$ cat src/rtl/debounce_sync_if.sv
// Signal bundle for the debounce/synchronizer block.
// The master drives the raw level, and the slave returns the conditioned outputs.
interface debounce_sync_if #(
  parameter int GLITCH_W = 8
);
  logic                din;
  logic                q;
  logic                qn;
  logic                rise;
  logic                fall;
  logic [GLITCH_W-1:0] glitch_cnt;

  modport master (output din, input q, qn, rise, fall, glitch_cnt);
  modport slave  (input din, output q, qn, rise, fall, glitch_cnt);
endinterface

$ cat src/rtl/debounce_sync.sv
// Synchronizes a raw asynchronous level and debounces it over a stability window.
// Outputs a registered level and its complement, edge strobes, and a saturating count of aborted transitions.
module debounce_sync #(
  parameter int SYNC_STAGES = 2,
  parameter int STABLE_CNT  = 8,
  parameter int GLITCH_W    = 8
) (
  input  logic            clk,
  input  logic            rst,
  debounce_sync_if.slave  bus
);
  localparam int CNT_W = $clog2(STABLE_CNT + 1);
  localparam logic [CNT_W-1:0] CNT_LAST = CNT_W'(STABLE_CNT - 1);

  logic [SYNC_STAGES-1:0] sync;
  logic                   s_sync;
  logic [CNT_W-1:0]       cnt, cnt_d;
  logic                   q_r, q_d, qn_r;
  logic                   rise_r, rise_d, fall_r, fall_d;
  logic [GLITCH_W-1:0]    glitch_r, glitch_d;

  assign s_sync = sync[SYNC_STAGES-1];

  // NOTE: every output of this block gets a default first, so no path can leave a value unassigned and infer a latch.
  always_comb begin
    cnt_d    = cnt;
    q_d      = q_r;
    rise_d   = 1'b0;
    fall_d   = 1'b0;
    glitch_d = glitch_r;
    if (s_sync != q_r) begin
      if (cnt == CNT_LAST) begin
        q_d    = s_sync;
        cnt_d  = '0;
        rise_d = s_sync;
        fall_d = ~s_sync;
      end else begin
        cnt_d = cnt + 1'b1;
      end
    end else if (cnt != '0) begin
      // Input returned to q before the window expired: count an aborted transition.
      cnt_d = '0;
      if (glitch_r != '1) glitch_d = glitch_r + 1'b1;
    end
  end

  // NOTE: state registers use non-blocking assignments, so every flop samples pre-edge values.
  always_ff @(posedge clk or posedge rst) begin
    if (rst) begin
      sync     <= '0;
      cnt      <= '0;
      q_r      <= 1'b0;
      qn_r     <= 1'b1;
      rise_r   <= 1'b0;
      fall_r   <= 1'b0;
      glitch_r <= '0;
    end else begin
      sync     <= {sync[SYNC_STAGES-2:0], bus.din};
      cnt      <= cnt_d;
      q_r      <= q_d;
      qn_r     <= ~q_d;
      rise_r   <= rise_d;
      fall_r   <= fall_d;
      glitch_r <= glitch_d;
    end
  end

  assign bus.q          = q_r;
  assign bus.qn         = qn_r;
  assign bus.rise       = rise_r;
  assign bus.fall       = fall_r;
  assign bus.glitch_cnt = glitch_r;
endmodule

$ cat src/flat_wrapper.sv
// flat-port wrapper written by rule: the top's interface ports become plain ports
module debounce_sync_flat 
#(
  parameter int SYNC_STAGES = 2,
  parameter int STABLE_CNT  = 8,
  parameter int GLITCH_W    = 8
)
  (clk, rst, bus_din, bus_q, bus_qn, bus_rise, bus_fall, bus_glitch_cnt);
  debounce_sync_if #(.GLITCH_W(GLITCH_W)) bus_i ();
  input  logic clk;
  input  logic rst;
  input wire logic [$bits(bus_i.din)-1:0] bus_din;
  output wire logic [$bits(bus_i.q)-1:0] bus_q;
  output wire logic [$bits(bus_i.qn)-1:0] bus_qn;
  output wire logic [$bits(bus_i.rise)-1:0] bus_rise;
  output wire logic [$bits(bus_i.fall)-1:0] bus_fall;
  output wire logic [$bits(bus_i.glitch_cnt)-1:0] bus_glitch_cnt;
  assign bus_i.din = bus_din;
  assign bus_q = bus_i.q;
  assign bus_qn = bus_i.qn;
  assign bus_rise = bus_i.rise;
  assign bus_fall = bus_i.fall;
  assign bus_glitch_cnt = bus_i.glitch_cnt;
  debounce_sync #(.SYNC_STAGES(SYNC_STAGES), .STABLE_CNT(STABLE_CNT), .GLITCH_W(GLITCH_W)) u_core (.clk(clk), .rst(rst), .bus(bus_i));
endmodule
$ cat config.mk
export PLATFORM = sky130hd
export DESIGN_NAME = debounce_sync_flat
export DESIGN_NICKNAME = d
export VERILOG_FILES = /design/src/rtl/debounce_sync_if.sv /design/src/rtl/debounce_sync.sv /design/src/flat_wrapper.sv
export SDC_FILE = /design/constraint.sdc
export NUM_CORES = 1
export LEC_CHECK = 0
export BUFFER_PORTS_ARGS = -buffer_cell sky130_fd_sc_hd__buf_2
export CAP_MARGIN = 30
export CORE_ASPECT_RATIO = 1.4
export CORE_MARGIN = 4
export CORE_UTILIZATION = 40
export CTS_CLUSTER_DIAMETER = 50
export DETAILED_ROUTE_END_ITERATION = 6
export GPL_TIMING_DRIVEN = 0
export PLACE_DENSITY = 0.72
export SYNTH_ARGS = -nofsm -noshare
export SYNTH_HDL_FRONTEND = slang
export SYNTH_SLANG_ARGS = --single-unit
export TNS_END_PERCENT = 10
$ cat constraint.sdc
create_clock -name clk -period 2.5 [get_ports clk]
set_input_delay 0.375 -clock clk [delete_from_list [all_inputs] [get_ports clk]]
set_output_delay 0.375 -clock clk [all_outputs]
set_load 0.01 [all_outputs]
After elaboration in Yosys (flattened, before gate mapping)
Index checks and enable logic that the tools add are counted.

operators by class
  $add $sub $neg = 2
  eq/ne operators = 3
  multiplexer cells = 9
  bitwise gates (word level) = 3
  reduce and logical (&&, ||, !) cells = 3

operator list
  cell                 count
  $mux 4               3
  $add 8x1->8 const B  1
  $ne 8x8->1 const B   1
  $mux 1               6
  $add 4x1->4 const B  1
  $eq 4x3->1 const B   1
  $reduce_bool 4->1    1
  $not 1->1            3
  $reduce_and 3->1     1
  $reduce_bool 2->1    1
  $ne 1x1->1           1

storage, ports and cells
  flip-flop bits (word level) = 18
  bits of input ports = 3
  output and inout bits = 12
  word-level logic and storage cells = 27

Longest topological paths before layout
  depth in word-level cells = 4
  gate-level depth with buffers = 6
  mapped depth without buffers = 6

Least setup slack after synthesis
OpenSTA, ideal clock, no wires.

  path kind = register to register
  start point = reg u_core.glitch_r[0] (netlist: u_core.bus.glitch_cnt[0])
  end point = reg u_core.glitch_r[1] (netlist: u_core.bus.glitch_cnt[1])
  setup time = 125 ps
  arrival time = 1,555 ps
  required time = 2,375 ps
  setup slack = 820 ps
  stages on the path, launching flop included = 5
  path buffers = 0
  clock period less this slack = 1,680 ps
  cell sequence = dfrtp_1 -> ha_1 -> and4_1 -> a211oi_4 -> mux2_2

on the way
  word-level cells in the longest chain between the ends = 2
  elaborated cells on any way between the ends = 3
  classes of those cells = add/sub: 1; eq/ne: 1; reduce/logical: 1

RTL lines
  element                                              RTL line             source
  start: declaration                                   debounce_sync.sv:20  logic [GLITCH_W-1:0] glitch_r, glitch_d;
  start signal: assignment                             debounce_sync.sv:64  glitch_r <= glitch_d;
  branches (longest 2 deep; another with $add 8x1->8)  n/a

Several ways; the timed one is not identified.
A chain may end at the register's enable or synchronous reset.

Worst setup path after layout
Ends and elaborated chain as after synthesis.

==> metrics.md <==
| Metric | Value |
|---|---|
| Outcome | `completed` |
| Relative slew margins | `0.570` |
| Via-to-Cell Ratio | `5.14` |
| N_diodes | `0` |
| Gate Count Post-Synth | `67` |
| PwrDens | `1130 nW/um2` |
| Achievable frequency | `569 MHz` |
| DP HPWL | `1060 um` |
| CP Launch Type | `flip-flop` |
| Antenna-violating nets left | `0` |
| Syn_area_per_cell | `12.1 um2` |
| Final instance count without filler cells | `106` |
| Crit path cell chain | `ha_1 > and4_1 > a211oi_4 > mux2_2` |
| DRT Wirelength | `1360 um` |
| Vias | `545` |
| Remaining global-route overflow | `0` |
| Remaining DRCs | `0` |
| Area Overhead vs Synth | `16.3%` |
| VDD IR max | `0.676 mV` |
| Final GP Congestion | `0.786` |
| Antenna violations before repair | `0` |
| CTS buffer count | `3` |
| Worst path slowest cell | `dfrtp_1` |
| Die Y | `61.3 um` |
| Final Total Pwr | `1.07 mW` |
| Max cap viols | `0` |
| Die width | `46.1 um` |
| Cells after DPL | `102` |
| Clk_lat worst skew | `280 ps` |
| Synth top area share | `0.524` |
| CP required | `2670 ps` |
| Total number of yosys warnings | `0` |
| Final setup vio count | `0` |
| Top post-synthesis cells by count | `dfrtp_1 (17), nand2_1 (6), xnor2_1 (6)` |
| Final hold vios | `0` |
| CP Buf/Inv Count | `0` |
| Die area | `2830 um2` |
| Htree depth | `1` |
| Hold Worst Slack | `161 ps` |
| CTS root buf | `clkbuf_4` |
| Worst slew pin tran | `644 ps` |
| Area leader, netlist | `dfrtp_1` |
| Nets | `92` |
| TNS Setup | `0 ps` |
| Largest net degree at the start of global routing | `19` |
| Global-route wire length before repair | `2260 um` |
| Final Max Slew Viols | `0` |
| Mapped Nets | `73` |
| Netlist cell types | `24` |
| Main area contributors after synthesis | `dfrtp_1 (52%), xnor2_1 (6.5%), ha_1 (4.6%), mux2_2 (4.2%), dfstp_2 (3.2%)` |
| Core area | `1950 um2` |
| Clk_skew | `2.01 ps` |
| Average wire per standard cell | `12.8 um` |
| Max stage delay on crit path | `430 ps` |
| Leak pwr | `0.461 nW` |
| TritonRoute pass-1 iters | `2` |
| Final period utilization | `0.703` |
| Delay-heaviest family, CP | `flip-flops` |
| Clock-pin slew on the worst setup and hold paths | `100 ps` |
| Resized Gates After CTS | `0` |
| Post-CTS setup buffer count | `0` |
| Hold Crit Class | `input port to asynchronous set/reset pin` |
| Worst EP arrival | `1930 ps` |
| RSZ-0062 raised after global routing | `no` |
| Cts hold-fix bufs | `0` |
| Sink Count | `18` |
| Sequential share of the synthesized area | `0.556` |
| Clock tree buffer depth | `2` |
| CP Capture Type | `flip-flop` |
| Final min period | `1760 ps` |
| DR iter-0 viols | `10` |
| Post-synth EDFFs | `0` |
| Synth Register Bits | `18` |
| Fraction of registers with async set/reset | `1.00` |
| CTS tree | `yes` |
| Port Buffer Count | `14` |
| Most common cell in the netlist | `dfrtp_1` |
| Crit Path Max Fanout | `6` |
| Predominant post-synthesis flop cell | `dfrtp_1` |
| Fill cells | `189` |
| Share of post-route cells with drive strength above 1 | `0.294` |
| Initial Util | `0.417` |
| CP Class | `flip-flop to flip-flop` |
| Mapped Area | `812 um2` |
| Total Routing Usage GR | `0.111` |
| Vias in the first global route | `546` |
| IO Pins | `15` |
| Num rows | `19` |
## sequential cells by signal, indices dropped and copies added, names as in the netlist
register               cells
u_core.cnt                 4
u_core.bus.qn              1
u_core.bus.fall            1
u_core.bus.glitch_cnt      8
u_core.sync                2
u_core.bus.rise            1
u_core.bus.q               1
## through the flow
stage,cell area [um2],worst slack [ps],utilization
2_1_floorplan,812,820,-
3_3_place_gp,908,782,0.466
3_5_place_dp,908,761,0.466
4_1_cts,945,743,0.485
5_1_grt,945,661,0.485
6_report,945,743,0.485
## power by group
part	switching, mW	total, mW	leakage [nW]	internal, mW
clock network	0.0828	0.171	0.0210	0.0885
registers	0.106	0.492	0.228	0.386
logic	0.215	0.405	0.212	0.190
## logic make-up (layout without fill, tap and decap cells)
| logic type | count (synthesis) | in the layout | synth area share |
|---|---|---|---|
| AO/OA/AOI/OAI | 4 | 4 | 0.0478 |
| XOR/XNOR | 8 | 8 | 0.0955 |
| adder cells (fa/ha/maj) | 3 | 3 | 0.0462 |
| buffers and inverters | 4 | 22 | 0.0185 |
| flip-flops | 18 | 18 | 0.556 |
| multiplexers | 4 | 4 | 0.0539 |
| AND/OR/NAND/NOR | 26 | 26 | 0.182 |
## layer usage
| layer | up-vias | track usage | routed length [um] |
|---|---|---|---|
| met2 | 8 | 0.199 | 735 |
| li1 | 268 | - | - |
| met5 | - | 0 | 0 |
| met3 | 0 | 0.0322 | 53 |
| met1 | 269 | 0.122 | 568 |
| met4 | 0 | 0.0366 | 0 |
## final cells by class
cell class | instances | area (um2) | area share
inverter | 4 | 15.0 | 0.0159
sequential | 18 | 452 | 0.478
multi-input combinational | 45 | 345 | 0.366
clock buffer | 4 | 36.3 | 0.0384
tap | 21 | 26.3 | 0.0278
timing repair buffer | 14 | 70.1 | 0.0742
## final timing paths
check                                                           from                                   end  slack [ps]  cells after the start
worst max-delay path            u_core.bus.glitch_cnt[0]$_DFFE_PP0P_  u_core.bus.glitch_cnt[1]$_DFFE_PP0P_         740                      4
worst min-delay path                                             rst                u_core.bus.q$_DFF_PP0_         160                      2
worst max register to register  u_core.bus.glitch_cnt[0]$_DFFE_PP0P_  u_core.bus.glitch_cnt[1]$_DFFE_PP0P_         740                      4
worst min register to register              u_core.sync[0]$_DFF_PP0_              u_core.sync[1]$_DFF_PP0_         360                      0
max in group asynchronous                                        rst  u_core.bus.glitch_cnt[5]$_DFFE_PP0P_        1930                      2
min in group clk                                             bus_din              u_core.sync[0]$_DFF_PP0_         190                      1
## worst register-to-register path, cell delays in order, from the launching register on
cell and delay, ps:
dfrtp_1 430, ha_1 260, and4_1 220, a211oi_4 370
mux2_2 370
## layout by cell type (no fill, tap or decap)
cell,synthesis,final
nor2b_1,1,1
buf_2,0,14
mux2i_1,1,1
clkbuf_4,0,3
nand4_1,2,2
dfrtp_1,17,17
nor4b_1,1,1
and3_1,2,2
a21oi_1,2,2
xnor2_1,6,6
xor2_1,1,1
nand3_1,4,4
clkbuf_8,0,1
nor3_1,3,3
nor2_1,2,2
inv_1,4,4
ha_1,3,3
xor2_2,1,1
nand2_1,6,6
dfstp_2,1,1
o32ai_1,1,1
and4_1,1,1
mux2_2,3,3
nor3b_2,1,1
nand2b_1,1,1
nor3b_1,2,2
a211oi_4,1,1
Note: power is estimated with default switching activity, not from simulation.
